`config.mk`:
```
export PLATFORM = sky130hd
export DESIGN_NAME = sync_fifo_flex
export DESIGN_NICKNAME = d
export VERILOG_FILES = /design/src/rtl/fifo_pkg.sv /design/src/rtl/sync_fifo_mem.sv /design/src/rtl/sync_fifo_flex.sv
export SDC_FILE = /design/constraint.sdc
export NUM_CORES = 1
export LEC_CHECK = 0
export ABC_AREA = 1
export CORE_UTILIZATION = 54
export DETAILED_ROUTE_END_ITERATION = 12
export GPL_TIMING_DRIVEN = 0
export PLACE_DENSITY = 0.75
export SKIP_LAST_GASP = 1
export SYNTH_ARGS = -nofsm -noshare
export SYNTH_HDL_FRONTEND = slang
export SYNTH_SLANG_ARGS = --single-unit
```
`constraint.sdc`:
```
create_clock -name clk -period 2.3 [get_ports clk]
set_input_delay 0.46 -clock clk [delete_from_list [all_inputs] [get_ports clk]]
set_output_delay 0.46 -clock clk [all_outputs]
set_load 0.05 [all_outputs]
```
`src/rtl/fifo_pkg.sv`:
```
// Shared constants and helpers for the sync_fifo_flex family.
package fifo_pkg;

  localparam int unsigned DEF_DATA_W = 16;
  localparam int unsigned DEF_DEPTH  = 16;

  // Which requests were accepted on a given edge: {read, write}.
  typedef enum logic [1:0] {
    OP_IDLE = 2'b00,
    OP_PUSH = 2'b01,
    OP_POP  = 2'b10,
    OP_BOTH = 2'b11
  } fifo_op_e;

  function automatic int unsigned addr_w(input int unsigned depth);
    return $clog2(depth);
  endfunction

endpackage

```
`src/rtl/sync_fifo_mem.sv`:
```
// 1W/1R storage for sync_fifo_flex; registered read by default, async read when
// SYNC_FIFO_FWFT_EN is defined.
module sync_fifo_mem
  import fifo_pkg::*;
#(
  parameter int unsigned DATA_W = DEF_DATA_W,
  parameter int unsigned DEPTH  = DEF_DEPTH,
  parameter int unsigned ADDR_W = addr_w(DEPTH)
) (
  input  logic              clk,
  input  logic              rst_n,
  input  logic              we,
  input  logic [ADDR_W-1:0] waddr,
  input  logic [DATA_W-1:0] wdata,
  input  logic              re,
  input  logic [ADDR_W-1:0] raddr,
  output logic [DATA_W-1:0] rdata
);

  logic [DATA_W-1:0] mem [DEPTH];

  always_ff @(posedge clk) begin
    if (we) begin
      mem[waddr] <= wdata;
    end
  end

`ifdef SYNC_FIFO_FWFT_EN
  logic unused_ok;
  assign unused_ok = ^{re, rst_n};
  assign rdata     = mem[raddr];
`else
  logic [DATA_W-1:0] rdata_q;
  logic [DATA_W-1:0] rdata_d;

  always_comb begin
    rdata_d = rdata_q;
    if (re) begin
      rdata_d = mem[raddr];
    end
  end

  always_ff @(posedge clk or negedge rst_n) begin
    if (!rst_n) begin
      rdata_q <= '0;
    end else begin
      rdata_q <= rdata_d;
    end
  end

  assign rdata = rdata_q;
`endif

endmodule

```
`src/rtl/sync_fifo_flex.sv`:
```
// Single-clock parametrised FIFO with registered flags, fill level and sticky errors.
// Define SYNC_FIFO_FWFT_EN for first-word-fall-through read behaviour.
module sync_fifo_flex
  import fifo_pkg::*;
#(
  parameter int unsigned DATA_W    = DEF_DATA_W,
  parameter int unsigned DEPTH     = DEF_DEPTH,
  parameter int unsigned AFULL_TH  = DEPTH - 2,
  parameter int unsigned AEMPTY_TH = 2
) (
  input  logic                     clk,
  input  logic                     rst_n,
  input  logic                     wr_en,
  input  logic [DATA_W-1:0]        wr_data,
  input  logic                     rd_en,
  output logic [DATA_W-1:0]        rd_data,
  output logic                     rd_valid,
  output logic                     full,
  output logic                     empty,
  output logic                     almost_full,
  output logic                     almost_empty,
  output logic [$clog2(DEPTH):0]   count,
  output logic                     overflow,
  output logic                     underflow,
  input  logic                     clr_err
);

  localparam int unsigned ADDR_W = addr_w(DEPTH);
  localparam logic [ADDR_W:0] ONE      = {{ADDR_W{1'b0}}, 1'b1};
  localparam logic [ADDR_W:0] AFULL_C  = AFULL_TH[ADDR_W:0];
  localparam logic [ADDR_W:0] AEMPTY_C = AEMPTY_TH[ADDR_W:0];

  logic [ADDR_W:0]   wr_ptr_q, wr_ptr_d;
  logic [ADDR_W:0]   rd_ptr_q, rd_ptr_d;
  logic [ADDR_W:0]   count_q, count_d;
  logic              full_q, full_d;
  logic              empty_q, empty_d;
  logic              afull_q, afull_d;
  logic              aempty_q, aempty_d;
  logic              overflow_q, overflow_d;
  logic              underflow_q, underflow_d;
  logic              wr_acc, rd_acc;
  fifo_op_e          op;
  logic [DATA_W-1:0] mem_rdata;

  always_comb begin
    wr_acc   = wr_en && !full_q;
    rd_acc   = rd_en && !empty_q;
    op       = fifo_op_e'({rd_acc, wr_acc});
    wr_ptr_d = wr_ptr_q;
    rd_ptr_d = rd_ptr_q;
    count_d  = count_q;
    case (op)
      OP_PUSH: begin
        wr_ptr_d = wr_ptr_q + ONE;
        count_d  = count_q + ONE;
      end
      OP_POP: begin
        rd_ptr_d = rd_ptr_q + ONE;
        count_d  = count_q - ONE;
      end
      OP_BOTH: begin
        wr_ptr_d = wr_ptr_q + ONE;
        rd_ptr_d = rd_ptr_q + ONE;
      end
      default: ;
    endcase

    // Flags derive from next-state pointers so they update on the same edge.
    empty_d  = (wr_ptr_d == rd_ptr_d);
    full_d   = (wr_ptr_d[ADDR_W] != rd_ptr_d[ADDR_W]) &&
               (wr_ptr_d[ADDR_W-1:0] == rd_ptr_d[ADDR_W-1:0]);
    afull_d  = (count_d >= AFULL_C);
    aempty_d = (count_d <= AEMPTY_C);

    overflow_d  = overflow_q;
    underflow_d = underflow_q;
    if (clr_err) begin
      overflow_d  = 1'b0;
      underflow_d = 1'b0;
    end
    if (wr_en && full_q) begin
      overflow_d = 1'b1;
    end
    if (rd_en && empty_q) begin
      underflow_d = 1'b1;
    end
  end

  always_ff @(posedge clk or negedge rst_n) begin
    if (!rst_n) begin
      wr_ptr_q    <= '0;
      rd_ptr_q    <= '0;
      count_q     <= '0;
      full_q      <= 1'b0;
      empty_q     <= 1'b1;
      afull_q     <= 1'b0;
      aempty_q    <= 1'b1;
      overflow_q  <= 1'b0;
      underflow_q <= 1'b0;
    end else begin
      wr_ptr_q    <= wr_ptr_d;
      rd_ptr_q    <= rd_ptr_d;
      count_q     <= count_d;
      full_q      <= full_d;
      empty_q     <= empty_d;
      afull_q     <= afull_d;
      aempty_q    <= aempty_d;
      overflow_q  <= overflow_d;
      underflow_q <= underflow_d;
    end
  end

  sync_fifo_mem #(
    .DATA_W (DATA_W),
    .DEPTH  (DEPTH),
    .ADDR_W (ADDR_W)
  ) u_mem (
    .clk   (clk),
    .rst_n (rst_n),
    .we    (wr_acc),
    .waddr (wr_ptr_q[ADDR_W-1:0]),
    .wdata (wr_data),
    .re    (rd_acc),
    .raddr (rd_ptr_q[ADDR_W-1:0]),
    .rdata (mem_rdata)
  );

`ifdef SYNC_FIFO_FWFT_EN
  // Head word is shown straight from the array; masked while empty so the
  // output reads zero out of reset.
  assign rd_data  = empty_q ? '0 : mem_rdata;
  assign rd_valid = !empty_q;
`else
  logic rd_valid_q, rd_valid_d;

  always_comb begin
    rd_valid_d = rd_acc;
  end

  always_ff @(posedge clk or negedge rst_n) begin
    if (!rst_n) begin
      rd_valid_q <= 1'b0;
    end else begin
      rd_valid_q <= rd_valid_d;
    end
  end

  assign rd_data  = mem_rdata;
  assign rd_valid = rd_valid_q;
`endif

  assign full         = full_q;
  assign empty        = empty_q;
  assign almost_full  = afull_q;
  assign almost_empty = aempty_q;
  assign count        = count_q;
  assign overflow     = overflow_q;
  assign underflow    = underflow_q;

endmodule
```
==> impl_metrics.toml, run 1 <==
[grt]
grt_pass1_vias = 7613
grt_pass1_wl_mm = 42.9
overflow = 0
grt.total_usage_pct = 26.1
antenna_found_initial = 0
grt_max_degree = 39

[sta]
hold_violations = 0
min_period_ns = 2.25
worstMarginPinSlew_ns = 0.974
slew_headroom_pct = 35.0
setup_viol = 0
rsz0062_at_grt = "false"
skew_ns = 0.0126
fmax_mhz = 444
drv_slew = 0
fin_crit_sh_pct = 98.0
setup_ws_ns = 0.0455
hold_slack_ns = 0.0550

[worst_setup_path]
cp_num_buf_inv = 1
critPathSlowestCell = "clkdlybuf4s50_1"
r2r_start = "empty$_DFF_PN1_"
crit_family = "buffers and inverters"
path_class = "reg2out"
startpoint_type = "flip-flop"
crit_arrival_ns = 1.79
reg2reg_to = "almost_empty$_DFF_PN1_"
reg2reg_depth = 12
crit_fanout = 2
cp.required_ns = 1.84
slowest_delay_ns = 0.83
cp_cell_sequence = "clkdlybuf4s50_1"
ff2ff_setup_slack_ns = 0.19
worstSetupEndpointType = "primary output"

[detailed_routing]
wl_met1_mm = 11.4
drc = 0
vias_per_cell = 5.91
drtIter0Drc = 787
vias = 7804
wirelength_mm = 28.4
antenna_left = 0
first_pass_iters = 7
met3_length_mm = 2.12
wl_per_cell_um = 21.5
highest_layer = "met4"
wl_met2_mm = 13.7

[final_layout]
fin_util_pct = 64.7
area_growth_pct = 16.2
diodes = 0
fillCellCount = 1539
design_area_mm2 = 0.0138
drive_above_1_share_pct = 12.4
nNetsFinal = 1050
regArea_mm2 = 0.00864
multiInputGateArea_mm2 = 0.00284

[synthesis]
ys.flop_type = "edfxtp_1"
synth_area_mm2 = 0.0119
ys_seq_area_share_pct = 72.8
syn_area_per_cell_um2 = 12.7
synth-edff-count = 256
synth_cell_type_count = 35
synth_area_leaders = "edfxtp_1 65%, dfrtp_1 7.6%, o21ai_0 5.5%"
synth.largest_area_cell = "edfxtp_1"
async_flop_share_pct = 12.9
ys_ff_latch = 294
yosys.area.top_type_share_pct = 64.8
yosys_warnings = 0
syn_inst = 934
synthesis.nets = 962

[run]
drv_cap = 0

[pwr]
peakVddDrop_mv = 0.969
total_power_w = 0.0191
p_clk_share_pct = 24.6
leakage_nw = 4.79
comb_power_share_pct = 38.5
pwr-share-seq_pct = 36.9
p_int_w = 0.0116
power.switching_w = 0.00743
p_per_area_mw_per_mm2 = 1380
p_sw_share_pct = 39.0

[worst_hold_path]
hp-class = "in2async"

[floorplan]
dieHeight_um = 150
core.rowCount = 53
dieArea_mm2 = 0.0226
die_w_um = 150
ios = 49
core_area_mm2 = 0.0213
start_util_pct = 55.7

[clock_tree]
htree_num_levels = 1
cts_made_buffers = 29
cts.sinks = 294
clk_latency_ns = 0.55
cts_tree = "done"
clock-root-buffer = "clkbuf_16"
clockBufferDepth = 3
clk_pin_slew_ns = 0.07

[place]
dp_slack_ns = -0.738
placed_area_mm2 = 0.0128
numPortBuffers = 48
dp_hpwl_mm = 18.2
place.gp.congestion = 0.923

[status]
status = "completed"
[synth_stat cells (15+ instances only)]
library cell	number
nand2_1	86
buf_2	15
clkbuf_1	20
nand3_1	30
o22ai_1	32
edfxtp_1	256
dfrtp_1	36
inv_1	23
o221ai_1	20
a21oi_1	28
o21ai_0	130
nor2_1	168
[registers in the layout, summed over array words and instances, names as in the netlist]
register and flops:
count 5, almost_empty 1, u_mem.rdata 16, full 1
rd_valid 1, overflow 1, empty 1, u_mem.mem 256
almost_full 1, rd_ptr_q 5, wr_ptr_q 5, underflow 1
[worst max path at each step]
stage	depth (start not counted)	slack [ns]	endpoint	start
floorplan	3	-0.08	u_mem.mem[11][0]$_DFFE_PP_	full$_DFF_PN0_
global placement	3	-1.34	u_mem.mem[11][13]$_DFFE_PP_	wr_en
detailed placement	14	-0.74	almost_empty$_DFF_PN1_	rd_en
CTS	1	0.04	count[1]	count[1]$_DFF_PN0_
global route	1	0.004	count[2]	count[2]$_DFF_PN0_
finish	1	0.05	rd_data[4]	u_mem.rdata[4]$_DFFE_PN0N_
[through the flow]
step                cells  TNS (ns)
floorplan             934     -2.59
global placement     1257   -177.37
detailed placement   1264    -52.35
CTS                  1317         0
global route         1320         0
finish               1320         0
[placed cells by master (no fill, tap or decap), types with 2 or more instances in the layout]
cell             instances
buf_4                   12
o22ai_1                 32
clkbuf_8                 2
o21ai_0                130
clkbuf_2                 2
nor3_1                   4
clkinvlp_4               2
nand3_1                 30
nand2_1                 86
a21oi_1                 28
inv_1                   23
nor2_4                   2
xor2_1                   6
dlygate4sd2_1            2
buf_6                   10
nand2_4                  2
nand2_2                  2
o211ai_1                12
nor3_2                   4
clkbuf_16               29
o21ai_1                  6
buf_2                   14
dfrtp_1                 36
dfstp_2                  2
nor2_1                 155
xor2_2                   2
edfxtp_1               256
o221ai_1                20
clkdlybuf4s50_1         45
clkinv_1                 4
clkbuf_1                28
xnor2_1                  3
buf_8                    5
ha_1                     7
nor2_2                  13
bufinv_16                3
or2_2                   10
inv_2                    5
clkinv_2                 4
[layer usage]
metal,track usage (%),vias up
met2,42.9,402
met1,34.4,3770
li1,-,3560
met5,0,-
met4,11.5,0
met3,4.30,72
[power by group through the flow]
stage | sequential [W] | clock (W) | combinational, W
floorplan | 0.00786 | 0 | 0.00399
detailed placement | 0.00712 | 0 | 0.00720
global placement | 0.00711 | 0 | 0.00695
global route | 0.00710 | 0.00490 | 0.00793
CTS | 0.00702 | 0.00471 | 0.00727
finish | 0.00703 | 0.00469 | 0.00735
[repair_timing]
| item | CTS | global route |
|---|---|---|
| hold buffers | 0 | 0 |
| setup buffers | 0 | 3 |
| setup endpoints to repair | 54 | 2 |
| gates cloned | 0 | 0 |
| pin swaps | 0 | 1 |
| resized for setup | 6 | 0 |
[cells by family after synthesis]
group           Yosys count  synth area share (%)
simple gates            311                  11.0
fa+ha+maj                 7                 0.738
flops                   294                  72.8
xor+xnor                 11                 0.939
buf+inv                  82                  3.54
compound gates          229                  10.9
[area by class of cell]
| class | instances | area share [%] |
|---|---|---|
| plain buffers | 51 | 2.21 |
| clock buffers | 40 | 5.71 |
| clock inverters | 14 | 1.12 |
| inverters | 30 | 0.835 |
| multi-input cells | 558 | 20.6 |
| flip-flops and latches | 294 | 62.7 |
| well taps | 275 | 2.50 |
| repair buffers | 58 | 4.30 |
Note: power is estimated with default switching activity, not from simulation.
==> inputs of run 2 (changes only) <==
--- a/config.mk
+++ b/config.mk
@@ -10,6 +10,7 @@
 export DETAILED_ROUTE_END_ITERATION = 12
 export GPL_TIMING_DRIVEN = 0
 export PLACE_DENSITY = 0.75
+export SKIP_CTS_REPAIR_TIMING = 1
 export SKIP_LAST_GASP = 1
 export SYNTH_ARGS = -nofsm -noshare
 export SYNTH_HDL_FRONTEND = slang
==> run 2 against run 1 <==
Critical path depth is the same. Cell count is essentially flat. Non-clock buffer count grew 1. Clock power is essentially flat. Critical endpoint unchanged.
==> impl_metrics.toml, run 2 (synthesis gave the netlist of run 1 again) <==
[final_layout]
nNetsFinal = 1051
diodes = 0
largest_register = "u_mem.mem"
layout.cells.non_filler = 1321
largest_register_ffs = 256
fin_util_pct = 64.8
area_growth_pct = 16.3
most-common-layout-cells = "256 x edfxtp_1, 155 x nor2_1, 130 x o21ai_0"
drive_above_1_share_pct = 12.5
final_common_cell = "edfxtp_1"

[detailed_routing]
vias_per_cell = 5.90
vias = 7798
wl_per_cell_um = 21.4
first_pass_iters = 5
antenna_left = 0
drc = 0
wirelength_mm = 28.3
drtIter0Drc = 775

[grt]
met1_usage_pct = 34.1
antenna_found_initial = 0
top_usage_layer = "met2"
grt_max_degree = 39
grt_use_met3_pct = 4.45
grt_pass1_wl_mm = 42.8
overflow = 0
met2_usage_pct = 42.7
grt_pass1_vias = 7625
grt.total_usage_pct = 26.0

[worst_setup_path]
slowest_delay_ns = 0.84
cp_cell_sequence = "clkdlybuf4s50_1"
crit_arrival_ns = 1.80
crit_fanout = 2
cp.required_ns = 1.84
path_class = "reg2out"
startpoint_type = "flip-flop"
critPathSlowestCell = "clkdlybuf4s50_1"
crit_family = "buffers and inverters"
cp_num_buf_inv = 1
worstSetupEndpointType = "primary output"

[status]
status = "completed"

[clock_tree]
cts.sinks = 294
htree_num_levels = 1
clk_latency_ns = 0.55
clockBufferDepth = 3
clk_pin_slew_ns = 0.07
clock-root-buffer = "clkbuf_16"
cts_made_buffers = 29
cts_tree = "done"

[floorplan]
start_util_pct = 55.7
ios = 49
core_area_mm2 = 0.0213
dieArea_mm2 = 0.0226
core.rowCount = 53
dieHeight_um = 150
die_w_um = 150

[sta]
min_period_ns = 2.26
fin_crit_sh_pct = 98.3
setup_viol = 0
skew_ns = 0.0148
rsz0062_at_grt = "false"
hold_violations = 0
slew_headroom_pct = 34.8
drv_slew = 0
worstMarginPinSlew_ns = 0.977
hold_slack_ns = 0.0558
fmax_mhz = 442

[worst_hold_path]
hp-class = "in2async"

[pwr]
leakage_nw = 4.82
p_per_area_mw_per_mm2 = 1380
peakVddDrop_mv = 0.970

[place]
dp.cells = 1264
dp_hpwl_mm = 18.2
numPortBuffers = 48
place.gp.congestion = 0.923

[run]
drv_cap = 0
[run 2: routing by layer]
layer,wire (µm),vias to the layer above
met1,11500,3796
met5,0,-
met2,13500,357
met3,2030,79
li1,-,3566
met4,1230,0
[run 2: path summary, 6_finish.rpt]
path,from,end,slack (ns),cells past startpoint
setup / recovery,u_mem.rdata[4]$_DFFE_PN0N_,rd_data[4],0.04,1
hold / removal,rst_n,count[1]$_DFF_PN0_,0.06,1
setup reg to reg,empty$_DFF_PN1_,almost_full$_DFF_PN0_,0.18,14
hold reg to reg,wr_ptr_q[4]$_DFF_PN0_,wr_ptr_q[4]$_DFF_PN0_,0.51,1
max in group asynchronous,rst_n,u_mem.rdata[4]$_DFFE_PN0N_,1.66,1
min in group clk,wr_ptr_q[4]$_DFF_PN0_,wr_ptr_q[4]$_DFF_PN0_,0.51,1
[run 2: stage by stage]
stage          cell area (µm²)  setup TNS, ns  setup slack, ns  total power (W)
4_1_cts                  13800          -3.62           -0.199           0.0190
5_1_grt                  13800              0         0.000182           0.0199
3_3_place_gp             12700        -177.37            -1.34           0.0141
6_report                 13800              0           0.0386           0.0191
3_5_place_dp             12800         -52.35           -0.738           0.0143
2_1_floorplan            11900          -2.59          -0.0810           0.0118
[run 2: power breakdown]
group / internal [W] / switching, W / total, W
registers: 0.00664 / 0.000392 / 0.00703
clock network: 0.00273 / 0.00196 / 0.00468
logic: 0.00228 / 0.00509 / 0.00737
[run 2: area by class of cell]
| class | instances | area (µm²) |
|---|---|---|
| buffer | 51 | 304 |
| clock buffer | 40 | 787 |
| tap | 275 | 344 |
| fill | 1537 | 7490 |
| multi-input combinational | 558 | 2840 |
| sequential | 294 | 8640 |
| inverter | 30 | 115 |
| clock inverter | 14 | 154 |
| timing repair buffer | 59 | 608 |
==> inputs of run 3 (changes only) <==
--- a/config.mk
+++ b/config.mk
@@ -6,12 +6,12 @@
 export NUM_CORES = 1
 export LEC_CHECK = 0
 export ABC_AREA = 1
-export CORE_UTILIZATION = 54
+export CORE_UTILIZATION = 30
 export DETAILED_ROUTE_END_ITERATION = 12
 export GPL_TIMING_DRIVEN = 0
-export PLACE_DENSITY = 0.75
 export SKIP_CTS_REPAIR_TIMING = 1
 export SKIP_LAST_GASP = 1
 export SYNTH_ARGS = -nofsm -noshare
 export SYNTH_HDL_FRONTEND = slang
 export SYNTH_SLANG_ARGS = --single-unit
+export TNS_END_PERCENT = 5
==> run 3 against run 2 <==
The flow now finishes with violations (negative setup slack). Via count decreased by 0.80%. Core utilization decreased by 28 points. Clock power about the same. Flip-flop and latch count unchanged. Critical path depth unchanged. Maximum frequency decreased by 2.1%. First-iteration DRC count decreased by 8.5%. Hold slack improved by 0.30 ns. Die area increased by 79%. Largest cell class unchanged. Highest routed layer unchanged.
==> impl_metrics.toml, run 3 (synthesis gave the netlist of run 1 again) <==
[status]
status = "finished, violations left"
violations = "negative setup slack"

[clock_tree]
htree_num_levels = 1
clk_latency_ns = 0.55
cts_tree = "done"
cts_made_buffers = 30
clock-root-buffer = "clkbuf_16"
clockBufferDepth = 3
clk_pin_slew_ns = 0.06
cts.sinks = 294

[sta]
hold_violations = 0
min_period_ns = 2.31
rsz0062_at_grt = "true"
fin_crit_sh_pct = 100
skew_ns = 0.0103
fmax_mhz = 433
worstMarginPinSlew_ns = 0.955
slew_headroom_pct = 36.3
drv_slew = 0
setup_viol = 1
setup_ws_ns = -0.00986

[grt]
overflow = 0
antenna_found_initial = 0
grt.total_usage_pct = 14.9
grt_pass1_vias = 7535
grt_pass1_wl_mm = 46.0
grt_max_degree = 27

[worst_setup_path]
slowest_delay_ns = 0.79
critPathSlowestCell = "clkdlybuf4s50_1"
path_class = "reg2out"
cp_cell_sequence = "clkdlybuf4s50_1"
reg2reg_to = "almost_full$_DFF_PN0_"
cp_num_buf_inv = 1
worstSetupEndpointType = "primary output"
startpoint_type = "flip-flop"
crit_fanout = 1
critPathLaunch = "almost_empty$_DFF_PN1_"
cp.required_ns = 1.84
r2r_start = "empty$_DFF_PN1_"
ff2ff_setup_slack_ns = 0.12
crit_arrival_ns = 1.85
reg2reg_depth = 15
crit_family = "buffers and inverters"

[place]
place.gp.congestion = 0.808
numPortBuffers = 48
placed_area_mm2 = 0.0132
dp_hpwl_mm = 20.2
dp_slack_ns = -0.875

[final_layout]
largest_register_ffs = 256
largest_register = "u_mem.mem"
diodes = 0
drive_above_1_share_pct = 13.4
area_growth_pct = 20.1
most-common-layout-cells = "256 x edfxtp_1, 155 x nor2_1, 130 x o21ai_0"
design_area_mm2 = 0.0143
nNetsFinal = 1058
final_common_cell = "edfxtp_1"

[detailed_routing]
drc = 0
vias_per_cell = 4.92
wirelength_mm = 30.4
drtIter0Drc = 709
antenna_left = 0
wl_per_cell_um = 19.3
vias = 7736
first_pass_iters = 5

[pwr]
p_per_area_mw_per_mm2 = 1350
peakVddDrop_mv = 0.747
leakage_nw = 4.87

[run]
drv_cap = 0

[floorplan]
dieArea_mm2 = 0.0403
core.rowCount = 72
start_util_pct = 30.6
core_area_mm2 = 0.0388
die_w_um = 201
dieHeight_um = 201
ios = 49

[worst_hold_path]
hp-class = "in2async"
[run 3: cell type report]
class	instances	area [µm²]
fillers	3701	24600
flip-flops and latches	294	8640
multi-input cells	558	2860
clock buffers	44	865
repair buffers	65	723
well taps	518	648
plain buffers	51	310
inverters	30	115
clock inverters	12	93.8
[run 3: per-stage QoR]
step	total power [W]	hold WS, ns	instances	utilization (%)	TNS (ns)
floorplan	0.0118	0.164	934	-	-2.64
detailed placement	0.0146	0.391	1514	34.1	-15.58
finish	0.0193	0.358	1572	36.7	-0.00986
global route	0.0203	0.382	1572	36.7	-0.139
CTS	0.0193	-0.191	1570	36.6	-1.02
global placement	0.0143	0.492	1500	33.5	-210.74
[run 3: layer usage]
layer | up-vias | share of wire [%] | track usage (%)
li1 | 3582 | - | -
met4 | 0 | 1.5 | 2.75
met2 | 308 | 47 | 24.4
met3 | 34 | 7.7 | 2.13
met1 | 3812 | 44 | 21.3
met5 | - | 0 | 0
[run 3: worst max path at each step]
stage / endpoint / slack [ns] / depth (start not counted)
after detailed placement: almost_full$_DFF_PN0_ / -0.87 / 12
after CTS: almost_full$_DFF_PN0_ / -0.32 / 12
after global placement: u_mem.mem[3][3]$_DFFE_PP_ / -1.58 / 3
after floorplan: u_mem.mem[11][0]$_DFFE_PP_ / -0.08 / 3
final: almost_empty / -0.01 / 1
after global routing: almost_empty / -0.05 / 1
[run 3: power breakdown]
group / switching, W / internal [W] / leakage (nW)
registers: 0.000391 / 0.00664 / 2.76
logic: 0.00520 / 0.00235 / 1.64
clock network: 0.00197 / 0.00271 / 0.473
